[config.mk]
export PLATFORM = sky130hd
export DESIGN_NAME = imem_load_ctrl
export DESIGN_NICKNAME = d
export VERILOG_FILES = /design/src/rtl/imem_load_ctrl.sv
export SDC_FILE = /design/constraint.sdc
export NUM_CORES = 1
export LEC_CHECK = 0
export CORE_MARGIN = 3
export CORE_UTILIZATION = 24
export DETAILED_ROUTE_END_ITERATION = 16
export PLACE_DENSITY = 0.85
export SYNTH_ARGS = -nofsm -noshare
export SYNTH_HDL_FRONTEND = slang
export SYNTH_SLANG_ARGS = --single-unit
[constraint.sdc]
create_clock -name clock -period 1.4 [get_ports clock]
set_clock_uncertainty 0.15 [all_clocks]
set_input_delay 0.14 -clock clock [delete_from_list [all_inputs] [get_ports clock]]
set_output_delay 0.14 -clock clock [all_outputs]
set_load 0.02 [all_outputs]
[src/rtl/imem_load_ctrl.sv]
// imem_load_ctrl: arbitrates the instruction memory between a host program
// loader (write path) and CPU fetch (read path). Holds the core in reset while
// a program streams in, then releases it to fetch from word 0.
// Optional macro IMEM_LOAD_CHECKSUM_EN adds a running-sum output load_checksum.
module imem_load_ctrl #(
    parameter int MEMORY_SIZE = 64,
    parameter int ADDR_WIDTH  = 32,
    parameter int DATA_WIDTH  = 32,
    localparam int PTR_W      = $clog2(MEMORY_SIZE),
    localparam int CNT_W      = $clog2(MEMORY_SIZE) + 1
) (
    input  logic                  clock,
    input  logic                  reset,
    input  logic                  load_start,
    input  logic                  load_valid,
    input  logic [DATA_WIDTH-1:0] load_data,
    input  logic                  load_last,
    output logic                  load_ready,
    input  logic [ADDR_WIDTH-1:0] cpu_fetch_addr,
    output logic [ADDR_WIDTH-1:0] imem_address,
    output logic                  imem_write_enabled,
    output logic [DATA_WIDTH-1:0] imem_input_data,
    output logic                  cpu_hold,
    output logic [CNT_W-1:0]      words_loaded,
    output logic                  load_error,
`ifdef IMEM_LOAD_CHECKSUM_EN
    output logic [DATA_WIDTH-1:0] load_checksum,
`endif
    output logic [1:0]            state
);

    typedef enum logic [1:0] {
        S_IDLE  = 2'd0,
        S_LOAD  = 2'd1,
        S_RUN   = 2'd2,
        S_ERROR = 2'd3
    } state_t;

    state_t            state_q, state_d;
    logic [PTR_W-1:0]  ptr_q, ptr_d;
    logic [CNT_W-1:0]  cnt_q, cnt_d;
    logic              hold_q, hold_d;
    logic              err_q, err_d;
    logic              accept;

    // Handshake and memory mux. Reset also blocks the beat so the reset edge
    // never writes memory.
    always_comb begin
        load_ready         = (state_q == S_LOAD) && !load_start && !reset;
        accept             = load_valid && load_ready;
        imem_write_enabled = accept;
        if (state_q == S_LOAD) begin
            imem_address    = ADDR_WIDTH'(ptr_q);
            imem_input_data = load_data;
        end else begin
            imem_address    = cpu_fetch_addr;
            imem_input_data = '0;
        end
    end

`ifdef IMEM_LOAD_CHECKSUM_EN
    logic [DATA_WIDTH-1:0] csum_q, csum_d;

    // Running sum of accepted words; cleared by a new load, held otherwise.
    always_comb begin
        csum_d = csum_q;
        if (load_start)  csum_d = '0;
        else if (accept) csum_d = csum_q + load_data;
    end

    // Checksum register.
    always_ff @(posedge clock) begin
        if (reset) csum_q <= '0;
        else       csum_q <= csum_d;
    end

    assign load_checksum = csum_q;
`endif

    // Next-state logic: load_start beats any accept; ERROR and RUN only leave
    // through load_start (or reset).
    always_comb begin
        state_d = state_q;
        ptr_d   = ptr_q;
        cnt_d   = cnt_q;
        hold_d  = hold_q;
        err_d   = err_q;
        if (load_start) begin
            state_d = S_LOAD;
            ptr_d   = '0;
            cnt_d   = '0;
            hold_d  = 1'b1;
            err_d   = 1'b0;
        end else if (accept) begin
            ptr_d = ptr_q + PTR_W'(1);
            cnt_d = cnt_q + CNT_W'(1);
            if (load_last) begin
                state_d = S_RUN;
                hold_d  = 1'b0;
            end else if (ptr_q == PTR_W'(MEMORY_SIZE - 1)) begin
                state_d = S_ERROR;
                err_d   = 1'b1;
            end
        end
    end

    // State registers with synchronous reset.
    always_ff @(posedge clock) begin
        if (reset) begin
            state_q <= S_IDLE;
            ptr_q   <= '0;
            cnt_q   <= '0;
            hold_q  <= 1'b1;
            err_q   <= 1'b0;
        end else begin
            state_q <= state_d;
            ptr_q   <= ptr_d;
            cnt_q   <= cnt_d;
            hold_q  <= hold_d;
            err_q   <= err_d;
        end
    end

    assign cpu_hold     = hold_q;
    assign words_loaded = cnt_q;
    assign load_error   = err_q;
    assign state        = state_q;

endmodule

==> summary.md, run 1 <==
| Metric | Value |
|---|---|
| Final Core Density | 67.4% |
| Initial core utilization | 25.3% |
| Worst R2R Setup Slack | -0.18 ns |
| Seq/Total Area, Yosys | 27.9% |
| DR vias | 1792 |
| Seq cells post-synth | 17 |
| Setup violators final | 75 |
| Netlist cell types | 24 |
| Min-Delay Path Class | reg2reg |
| Area contributors post-synth | and2_1 (30%), dfxtp_1 (28%), nand2_1 (7.4%) |
| WP data required | 1.11 ns |
| Gr usage total | 16.8% |
| IO buf count | 145 |
| Post-route DRC | 0 |
| Clk_lat worst skew | 0.25 ns |
| Routed wire per std cell | 13.8 microns |
| DP Area | 2930 sq um |
| Max Buffers Root-to-Sink | 2 |
| Routed Antenna Nets | 0 |
| Post-placement cell count | 394 |
| Yosys top cell area share | 29.8% |
| Vias in the first global route | 1772 |
| FILL cells | 419 |
| Synth top cells by count | and2_1 (58), nand2_1 (24), dfxtp_1 (17) |
| Iter 0 DRT Violations | 44 |
| Largest net degree at the start of global routing | 34 |
| Layout cells sized above 1 | 50.7% |
| Max Cap Viol | 0 |
| Cells after synthesis | 171 |
| IO Pins | 146 |
| WP data arrival | 1.36 ns |
| Period utilisation layout | 118% |
| Avg Synthesized Cell Area | 7.13 sq um |
| Worst rel slew slack | 81.4% |
| Number of clock buffers inserted by TritonCTS | 3 |
| Grt ovf | 0 |
| CP Capture Type | output pin |
| Final min period | 1.65 ns |
| Final hold violations | 0 |
| CTS Hold Bufs | 0 |
| Worst reg2reg path endpoint | ptr_q[4]$_SDFFE_PP0P_ |
| CTS Sinks | 17 |
| Chip width | 77.3 microns |
| Pins Over Slew Limit | 0 |
| Post-Synthesis Cell Area | 1220 sq um |
| Worst-Margin Slew | 0.276 ns |
| Cell taking the most area after synthesis | and2_1 |
| Die Height | 77.3 microns |
| CP Class | reg2out |
| Post-detail-place hpwl | 4.23 mm |
| First-pass GRT wire length | 8.34 mm |
| Reg clk slew, reported paths | 0.07 ns |
| Worst-path fanout max | 33 |
| WHS Endpoint | load_error$_SDFFE_PP0P_ |
| Synthesis-to-layout area growth | 167% |
| Outcome | complete, but fails checks |
| Rows | 25 |
| Count leader, synth | and2_1 |
| Setup ws final | -0.253 ns |
| RSZ-0062 raised after global routing | true |
| Antenna violations before repair | 0 |
| Max Fclk | 605 MHz |
| PwrDens | 537 nW/um^2 |
| EDFF count, synth | 0 |
| Async SR Flop Fraction | 0% |
| Min-delay src | load_error$_SDFFE_PP0P_ |
| CP startpoint kind | flop |
| Post-route total power | 1740 uW |
| Final WL | 5.61 mm |
| Pre-CTS setup slack | -0.580 ns |
| H-tree levels | 1 |
| Worst r2r path cells | 6 |
| Warnings, synthesis | 0 |
| CORE AREA | 4820 sq um |
| Cell chosen for the clock root | clkbuf_8 |
| Global placement routability congestion | 0.768 |
| Worst Hold Depth | 2 |
| Peak supply drop | 274 uV |
| Vias/cell | 4.39 |
| Failing checks | setup timing |
| Pre-Repair DR Iteration Count | 4 |
| Most used DFF post-synth | dfxtp_1 |
| Design area | 3250 sq um |
| Leak pwr | 0.00144 uW |
| Post-synth net total | 242 |
| Diodes inserted | 0 |
| CTS tree | done |
| Worst r2r src | state[1]$_SDFFE_PP0P_ |
| Post-Layout Cell Count | 408 |
| Layout Nets | 413 |
| Die Area | 5970 sq um |
[kinds of logic after synthesis]
kind of cell	count (synthesis)	share of synthesized area [%]
AND/OR/NAND/NOR	115	53.8
AO/OA/AOI/OAI	21	9.45
flip-flops	17	27.9
buffers and inverters	12	3.90
XOR/XNOR	4	2.87
adder cells (fa/ha/maj)	2	2.05
[report_power, final]
group	switching (uW)	internal, uW
clock	177	197
combinational	370	513
sequential	4.51	483
total	551	1190
[area by class of cell]
class / count / area, sq um / share of cell area (%)
inverter: 1 / 3.75 / 0.116
clock inverter: 1 / 5.00 / 0.154
sequential: 17 / 363 / 11.2
clock buffer: 3 / 41.3 / 1.27
tap: 67 / 83.8 / 2.58
multi-input combinational: 142 / 1030 / 31.7
timing repair buffer: 177 / 1720 / 53.0
[how the worst max path moves through the flow]
| stage | start | end | slack [ns] | cells past startpoint |
|---|---|---|---|---|
| 5_1_grt | state[0]$_SDFFE_PP0P_ | imem_address[26] | -0.31 | 4 |
| 4_1_cts | state[1]$_SDFFE_PP0P_ | imem_address[3] | -0.25 | 5 |
| 3_5_place_dp | load_start | imem_write_enabled | -0.58 | 4 |
| 2_1_floorplan | words_loaded[0]$_SDFFE_PP0P_ | words_loaded[4]$_SDFFE_PP0P_ | 0.004 | 4 |
| 3_3_place_gp | load_start | load_ready | -0.56 | 4 |
| 6_report | state[0]$_SDFFE_PP0P_ | imem_address[12] | -0.25 | 4 |
[per-stage QoR]
| stage | setup TNS [ns] | hold WS (ns) |
|---|---|---|
| after floorplan | 0 | 0.0527 |
| after global placement | -28.00 | 0.284 |
| after detailed placement | -29.04 | 0.287 |
| after CTS | -15.85 | 0.299 |
| after global routing | -19.36 | 0.301 |
| final | -15.70 | 0.301 |
[routing by layer]
metal / up-vias / share of wire (%) / global-route usage [%]
met5: - / 0 / 0
met2: 77 / 56 / 32.9
met1: 811 / 36 / 18.0
li1: 900 / - / -
met4: 0 / 1.1 / 4.63
met3: 4 / 7.1 / 3.17
[what timing repair did]
item,in CTS,in global routing
gates cloned,2,0
endpoints found under the setup margin,86,76
pin swaps,17,22
gates resized for setup,384,69
buffers inserted,4,4
[worst max-delay path, cell delays in order, from the launching register on]
cell	delay, ns
dfxtp_4	0.36
or2b_1	0.26
buf_12	0.17
and2_1	0.16
buf_2	0.15
[placed cells by master (no fill, tap or decap), drive strengths merged, types with 2 or more instances in the layout]
cell,n
xor2,4
dlygate4sd2,10
nand3b,2
ha,2
nor2,8
nand2,24
clkdlybuf4s50,67
o31ai,2
o21ai,5
buf,98
dfxtp,17
clkbuf,4
or3,5
or2,2
nand4b,2
nand3,8
or4,3
and2,58
a21oi,12
[flip-flops by register name, indices dropped and copies added, names as in the netlist]
name          flops
cpu_hold          1
state             2
load_error        1
ptr_q             6
words_loaded      7
Note: power is estimated with default switching activity, not from simulation.
==> inputs of run 2 (changes only) <==
--- a/config.mk
+++ b/config.mk
@@ -8,7 +8,7 @@
 export CORE_MARGIN = 3
 export CORE_UTILIZATION = 24
 export DETAILED_ROUTE_END_ITERATION = 16
-export PLACE_DENSITY = 0.85
+export PLACE_DENSITY = 0.81
 export SYNTH_ARGS = -nofsm -noshare
 export SYNTH_HDL_FRONTEND = slang
 export SYNTH_SLANG_ARGS = --single-unit
==> summary.md, run 2 (synthesis results as in run 1) <==
| Metric | Value |
|---|---|
| Initial core utilization | 25.3% (unchanged) |
| Final min period | 1.65 ns (-0.00837 ns) |
| Failing checks | setup timing |
| Pre-Repair DR Iteration Count | 4 (unchanged) |
| Synthesis-to-layout area growth | 154% |
| Global placement routability congestion | 0.774 (+0.72%) |
| Worst-path fanout max | 33 (unchanged) |
| Critical Path End | imem_address[7] |
| Post-placement cell count | 392 (-0.51%) |
| Clk_lat worst skew | 0.26 ns (about the same) |
| Routed Antenna Nets | 0 (unchanged) |
| Post-Layout Cell Count | 405 (-0.74%) |
| Design area | 3090 sq um (-4.9%) |
| Vias/cell | 4.36 (-0.83%) |
| Worst rel slew slack | 86.4% (+5.0 points) |
| Die Area | 5970 sq um (unchanged) |
| Setup ws final | -0.245 ns (+0.00837 ns) |
| Peak supply drop | 288 uV (+5.4%) |
| Gr usage total | 17.3% (+0.55 points) |
| DR vias | 1764 (-1.6%) |
| IO buf count | 145 (unchanged) |
| Outcome | complete, but fails checks |
| Min-Delay Path Class | in2reg |
| RSZ-0062 raised after global routing | true |
| CORE AREA | 4820 sq um (unchanged) |
| Grt ovf | 0 (unchanged) |
| Post-detail-place hpwl | 4.08 mm (-3.4%) |
| Worst reg2reg path endpoint | words_loaded[5]$_SDFFE_PP0P_ |
| Chip width | 77.3 microns (unchanged) |
| Pins Over Slew Limit | 0 (unchanged) |
| Final hold violations | 0 (unchanged) |
| Worst-Margin Slew | 0.202 ns (-0.0749 ns) |
| CP startpoint kind | flop |
| Period utilisation layout | 118% (-0.60 points) |
| Critical path launch point | state[0]$_SDFFE_PP0P_ |
| Max Cap Viol | 0 (unchanged) |
| Max Fclk | 608 MHz (+0.51%) |
| H-tree levels | 1 (unchanged) |
| Worst r2r src | state[1]$_SDFFE_PP0P_ |
| WP data required | 1.11 ns (about the same) |
| CTS tree | done |
| Worst R2R Setup Slack | -0.18 ns (about the same) |
| Cell chosen for the clock root | clkbuf_8 |
| Commonest cells after routing, fill and taps aside | clkdlybuf4s50_1 (68), buf_6 (51), and2_1 (38), nand2_1 (24), buf_4 (22) |
| Layout cells sized above 1 | 41.7% (-9.0 points) |
| First-pass GRT wire length | 8.31 mm (-0.34%) |
| Antenna violations before repair | 0 (unchanged) |
| Max Buffers Root-to-Sink | 2 (unchanged) |
| Iter 0 DRT Violations | 73 (+66%) |
| Vias in the first global route | 1725 (-2.7%) |
| Commonest non-fill, non-tap cell in the layout | clkdlybuf4s50_1 |
| DP Area | 2900 sq um (-0.94%) |
| Post-route DRC | 0 (unchanged) |
| Final WL | 5.45 mm (-2.9%) |
| Setup violators final | 77 (+2.7%) |
| IO Pins | 146 (unchanged) |
| Largest net degree at the start of global routing | 34 (unchanged) |
| WP data arrival | 1.36 ns (about the same) |
| Layout Nets | 410 (-0.73%) |
| PwrDens | 554 nW/um^2 (+3.1%) |
| Number of clock buffers inserted by TritonCTS | 3 (unchanged) |
| Rows | 25 (unchanged) |
| WHS | 0.294 ns (-0.00627 ns) |
| Leak pwr | 0.00138 uW (-4.1%) |
| Diodes inserted | 0 (unchanged) |
| Largest register FFs | 7 (unchanged) |
| CTS Sinks | 17 (unchanged) |
| CP Capture Type | output pin |
| CP Class | reg2out |
| Reg clk slew, reported paths | 0.07 ns (about the same) |
| Routed wire per std cell | 13.5 microns (-2.1%) |
| Worst r2r path cells | 6 (unchanged) |
| Die Height | 77.3 microns (unchanged) |
[run 2: changes by cell type in the layout (fill, tap and decap cells not counted), sizes merged]
cell,previous run,this run
clkdlybuf4s50,67,68
buf,98,95
dlygate4sd2,10,9
[run 2: per-layer routing]
metal	share of wire, %	GRT usage [%]	vias to the layer above
li1	-	-	896
met1	32	17.1	774
met5	0	0	-
met4	1.8	7.12	0
met3	10	5.63	6
met2	56	32.8	88
[run 2: stage by stage]
step	util [%]	setup slack, ns	total power, uW	TNS (ns)
2_1_floorplan	-	0.00401	810	0
4_1_cts	59.8	-0.251	1650	-14.66
6_report	64.2	-0.245	1710	-13.51
3_3_place_gp	60.2	-0.563	1280	-26.61
5_1_grt	64.2	-0.289	1790	-17.61
3_5_place_dp	60.2	-0.575	1290	-26.84
[run 2: area by class of cell]
cell class | instances | area [sq um]
inverter | 1 | 3.75
multi-input combinational | 142 | 938
clock inverter | 1 | 5.00
tap | 67 | 83.8
fill | 421 | 1730
sequential | 17 | 359
timing repair buffer | 174 | 1660
clock buffer | 3 | 41.3
[run 2: power by group]
group | switching [uW] | total, uW | internal (uW)
clock | 187 | 386 | 198
combinational | 356 | 837 | 481
sequential | 4.17 | 489 | 485
total | 547 | 1710 | 1160
[run 2: worst max-delay path, stage by stage (launching register included)]
cell and delay [ns]:
dfxtp_4 0.35, or2b_1 0.25, buf_12 0.17, and2_1 0.16, buf_2 0.15
[run 2: what timing repair did]
item | in CTS | in global routing
pin swaps | 30 | 2
cloned | 1 | 0
endpoints found under the hold margin | 0 | 0
buffers inserted | 8 | 0
setup endpoints to repair | 86 | 83
hold buffers | 0 | 0
resized for setup | 349 | 70
[run 2: worst min path at each step]
| stage | start | cells past startpoint | to | slack [ns] |
|---|---|---|---|---|
| global route | reset | 2 | state[0]$_SDFFE_PP0P_ | 0.30 |
| detailed placement | load_error$_SDFFE_PP0P_ | 2 | load_error$_SDFFE_PP0P_ | 0.29 |
| floorplan | reset | 1 | state[0]$_SDFFE_PP0P_ | 0.05 |
| finish | reset | 2 | state[0]$_SDFFE_PP0P_ | 0.29 |
| CTS | reset | 2 | state[0]$_SDFFE_PP0P_ | 0.29 |
| global placement | load_error$_SDFFE_PP0P_ | 2 | load_error$_SDFFE_PP0P_ | 0.29 |
==> inputs of run 3 (changes only) <==
--- a/config.mk
+++ b/config.mk
@@ -5,9 +5,11 @@
 export SDC_FILE = /design/constraint.sdc
 export NUM_CORES = 1
 export LEC_CHECK = 0
-export CORE_MARGIN = 3
+export CAP_MARGIN = 20
+export CORE_MARGIN = 4
 export CORE_UTILIZATION = 24
 export DETAILED_ROUTE_END_ITERATION = 16
+export GPL_TIMING_DRIVEN = 0
 export PLACE_DENSITY = 0.81
 export SYNTH_ARGS = -nofsm -noshare
 export SYNTH_HDL_FRONTEND = slang
==> summary.md, run 3 (synthesis results as in run 1) <==
| Metric | Value |
|---|---|
| Outcome | complete, but fails checks |
| Failing checks | setup timing |
| Setup TNS | -15.49 ns (-1.98 ns) |
| Antenna violations before repair | 0 (unchanged) |
| Vias/cell | 4.61 (+5.9%) |
| WHS | 0.0852 ns (-0.209 ns) |
| Post-placement cell count | 382 (-2.6%) |
| Period utilisation layout | 119% (+1.2 points) |
| Final Core Density | 73.6% (+9.5 points) |
| CP Capture Type | output pin |
| Routed Antenna Nets | 0 (unchanged) |
| Clk_lat worst skew | 0.25 ns (about the same) |
| Iter 0 DRT Violations | 92 (+26%) |
| Die Area | 6280 sq um (+5.2%) |
| Largest register FFs | 7 (unchanged) |
| Global placement routability congestion | 0.717 (-7.3%) |
| IO Pins | 146 (unchanged) |
| Rows | 25 (unchanged) |
| Final min period | 1.66 ns (+0.0166 ns) |
| Die Height | 79.3 microns (+2.6%) |
| WP data required | 1.11 ns (about the same) |
| Leak pwr | 0.00158 uW (+15%) |
| CP Class | reg2out |
| Max Cap Viol | 0 (unchanged) |
| Min-Delay Path Class | in2reg |
| Synthesis-to-layout area growth | 191% |
| CTS Sinks | 17 (unchanged) |
| Vias in the first global route | 2059 (+19%) |
| CP startpoint kind | flop |
| Max stage delay on crit path | 0.37 ns (+0.02 ns) |
| Post-detail-place hpwl | 4.19 mm (+2.6%) |
| CORE AREA | 4820 sq um (unchanged) |
| Largest net degree at the start of global routing | 11 (-68%) |
| WP data arrival | 1.37 ns (about the same) |
| FILL cells | 354 (-16%) |
| Peak supply drop | 281 uV (-2.7%) |
| Worst rel slew slack | 81.8% (-4.6 points) |
| Setup violators final | 77 (unchanged) |
| Crit-path slowest cell | dfxtp_4 |
| Post-Layout Cell Count | 408 (+0.74%) |
| Pins Over Slew Limit | 0 (unchanged) |
| Commonest cells after routing, fill and taps aside | buf_6 (74), clkdlybuf4s50_1 (67), and2_4 (58), buf_8 (14), nand2_2 (11) |
| Reg area | 368 sq um (+2.4%) |
| Chip width | 79.3 microns (+2.6%) |
| Max Fclk | 602 MHz (-1.0%) |
| Pre-Repair DR Iteration Count | 4 (unchanged) |
| Grt ovf | 0 (unchanged) |
| Gr usage total | 19.5% (+2.1 points) |
| Commonest non-fill, non-tap cell in the layout | buf_6 |
| Worst-path cell chain | or2b_4, buf_8, nand2_1, nand2_2, buf_6 |
| Worst-Margin Slew | 0.274 ns (+0.0724 ns) |
| CTS tree | done |
| Diodes inserted | 0 (unchanged) |
| Cell chosen for the clock root | clkbuf_8 |
| DR vias | 1882 (+6.7%) |
| First-pass GRT wire length | 9.79 mm (+18%) |
| Final hold violations | 0 (unchanged) |
| IO buf count | 144 (-0.69%) |
| Post-route DRC | 0 (unchanged) |
| Routed wire per std cell | 16.6 microns (+23%) |
| Reg clk slew, reported paths | 0.07 ns (about the same) |
| Number of clock buffers inserted by TritonCTS | 3 (unchanged) |
| Max Buffers Root-to-Sink | 2 (unchanged) |
| Worst-path fanout max | 5 (-85%) |
| PwrDens | 543 nW/um^2 (-1.9%) |
| Final WL | 6.78 mm (+24%) |
| H-tree levels | 1 (unchanged) |
| Setup ws final | -0.262 ns (-0.0166 ns) |
| Layout Nets | 413 (+0.73%) |
| Initial core utilization | 25.3% (unchanged) |
| RSZ-0062 raised after global routing | true |
| Layout cells sized above 1 | 61.9% (+20 points) |
| Multi-input logic area | 1160 sq um (+24%) |
run 3: cell count changes in the layout (fill, tap and decap cells not counted), sizes merged:
cell           delta
and2b             +1
buf               +1
clkbuf            +1
clkdlybuf4s50     -1
or2b              +1
run 3: per-stage QoR:
| step | total power, uW | instance area (sq um) | setup slack, ns |
|---|---|---|---|
| final | 1930 | 3550 | -0.262 |
| after floorplan | 810 | 1240 | 0.00401 |
| after CTS | 1850 | 3360 | -0.258 |
| after global routing | 2000 | 3550 | -0.315 |
| after detailed placement | 1260 | 2770 | -1.05 |
| after global placement | 1260 | 2770 | -1.06 |
run 3: path summary, 6_finish.rpt:
check | startpoint | end | slack, ns | cells past startpoint
hold / removal | load_valid | words_loaded[1]$_SDFFE_PP0P_ | 0.09 | 3
setup reg to reg | state[1]$_SDFFE_PP0P_ | words_loaded[6]$_SDFFE_PP0P_ | -0.14 | 6
hold reg to reg | load_error$_SDFFE_PP0P_ | load_error$_SDFFE_PP0P_ | 0.32 | 2
setup / recovery | state[0]$_SDFFE_PP0P_ | imem_address[4] | -0.26 | 5
run 3: worst max-delay path: cells and delay by family, from the launching register on:
kind / cells / cell delay (ns)
flip-flops: 1 / 0.37
buffers and inverters: 2 / 0.27
AND/OR/NAND/NOR: 3 / 0.47
run 3: routing by layer:
| layer | share of wire (%) | GRT usage [%] | wire (microns) |
|---|---|---|---|
| met1 | 33 | 18.8 | 2270 |
| met2 | 56 | 39.6 | 3810 |
| met3 | 9.3 | 5.33 | 632 |
| met4 | 0.97 | 5.15 | 66 |
| met5 | 0 | 0 | 0 |
run 3: area by class of cell:
cell class | instances | share of cell area, %
Multi-Input combinational cell | 144 | 32.9
Tap cell | 67 | 2.36
Buffer | 10 | 3.92
Clock buffer | 3 | 1.16
Timing Repair Buffer | 165 | 49.1
Clock inverter | 1 | 0.141
Inverter | 1 | 0.106
Sequential cell | 17 | 10.4
run 3: timing repair:
item                                    4_1_cts  5_1_grt
pin swaps                                    68       23
endpoints found under the setup margin       91       84
cloned                                        9        0
setup buffers                                13        2
hold buffers                                  0        0
gates resized for setup                     518       61
run 3: power breakdown:
group | switching, uW | internal [uW] | leakage (uW) | total [uW]
sequential | 7.95 | 480 | 0.000144 | 488
combinational | 425 | 640 | 0.00141 | 1070
clock | 174 | 198 | 0.0000255 | 372
total | 608 | 1320 | 0.00158 | 1930
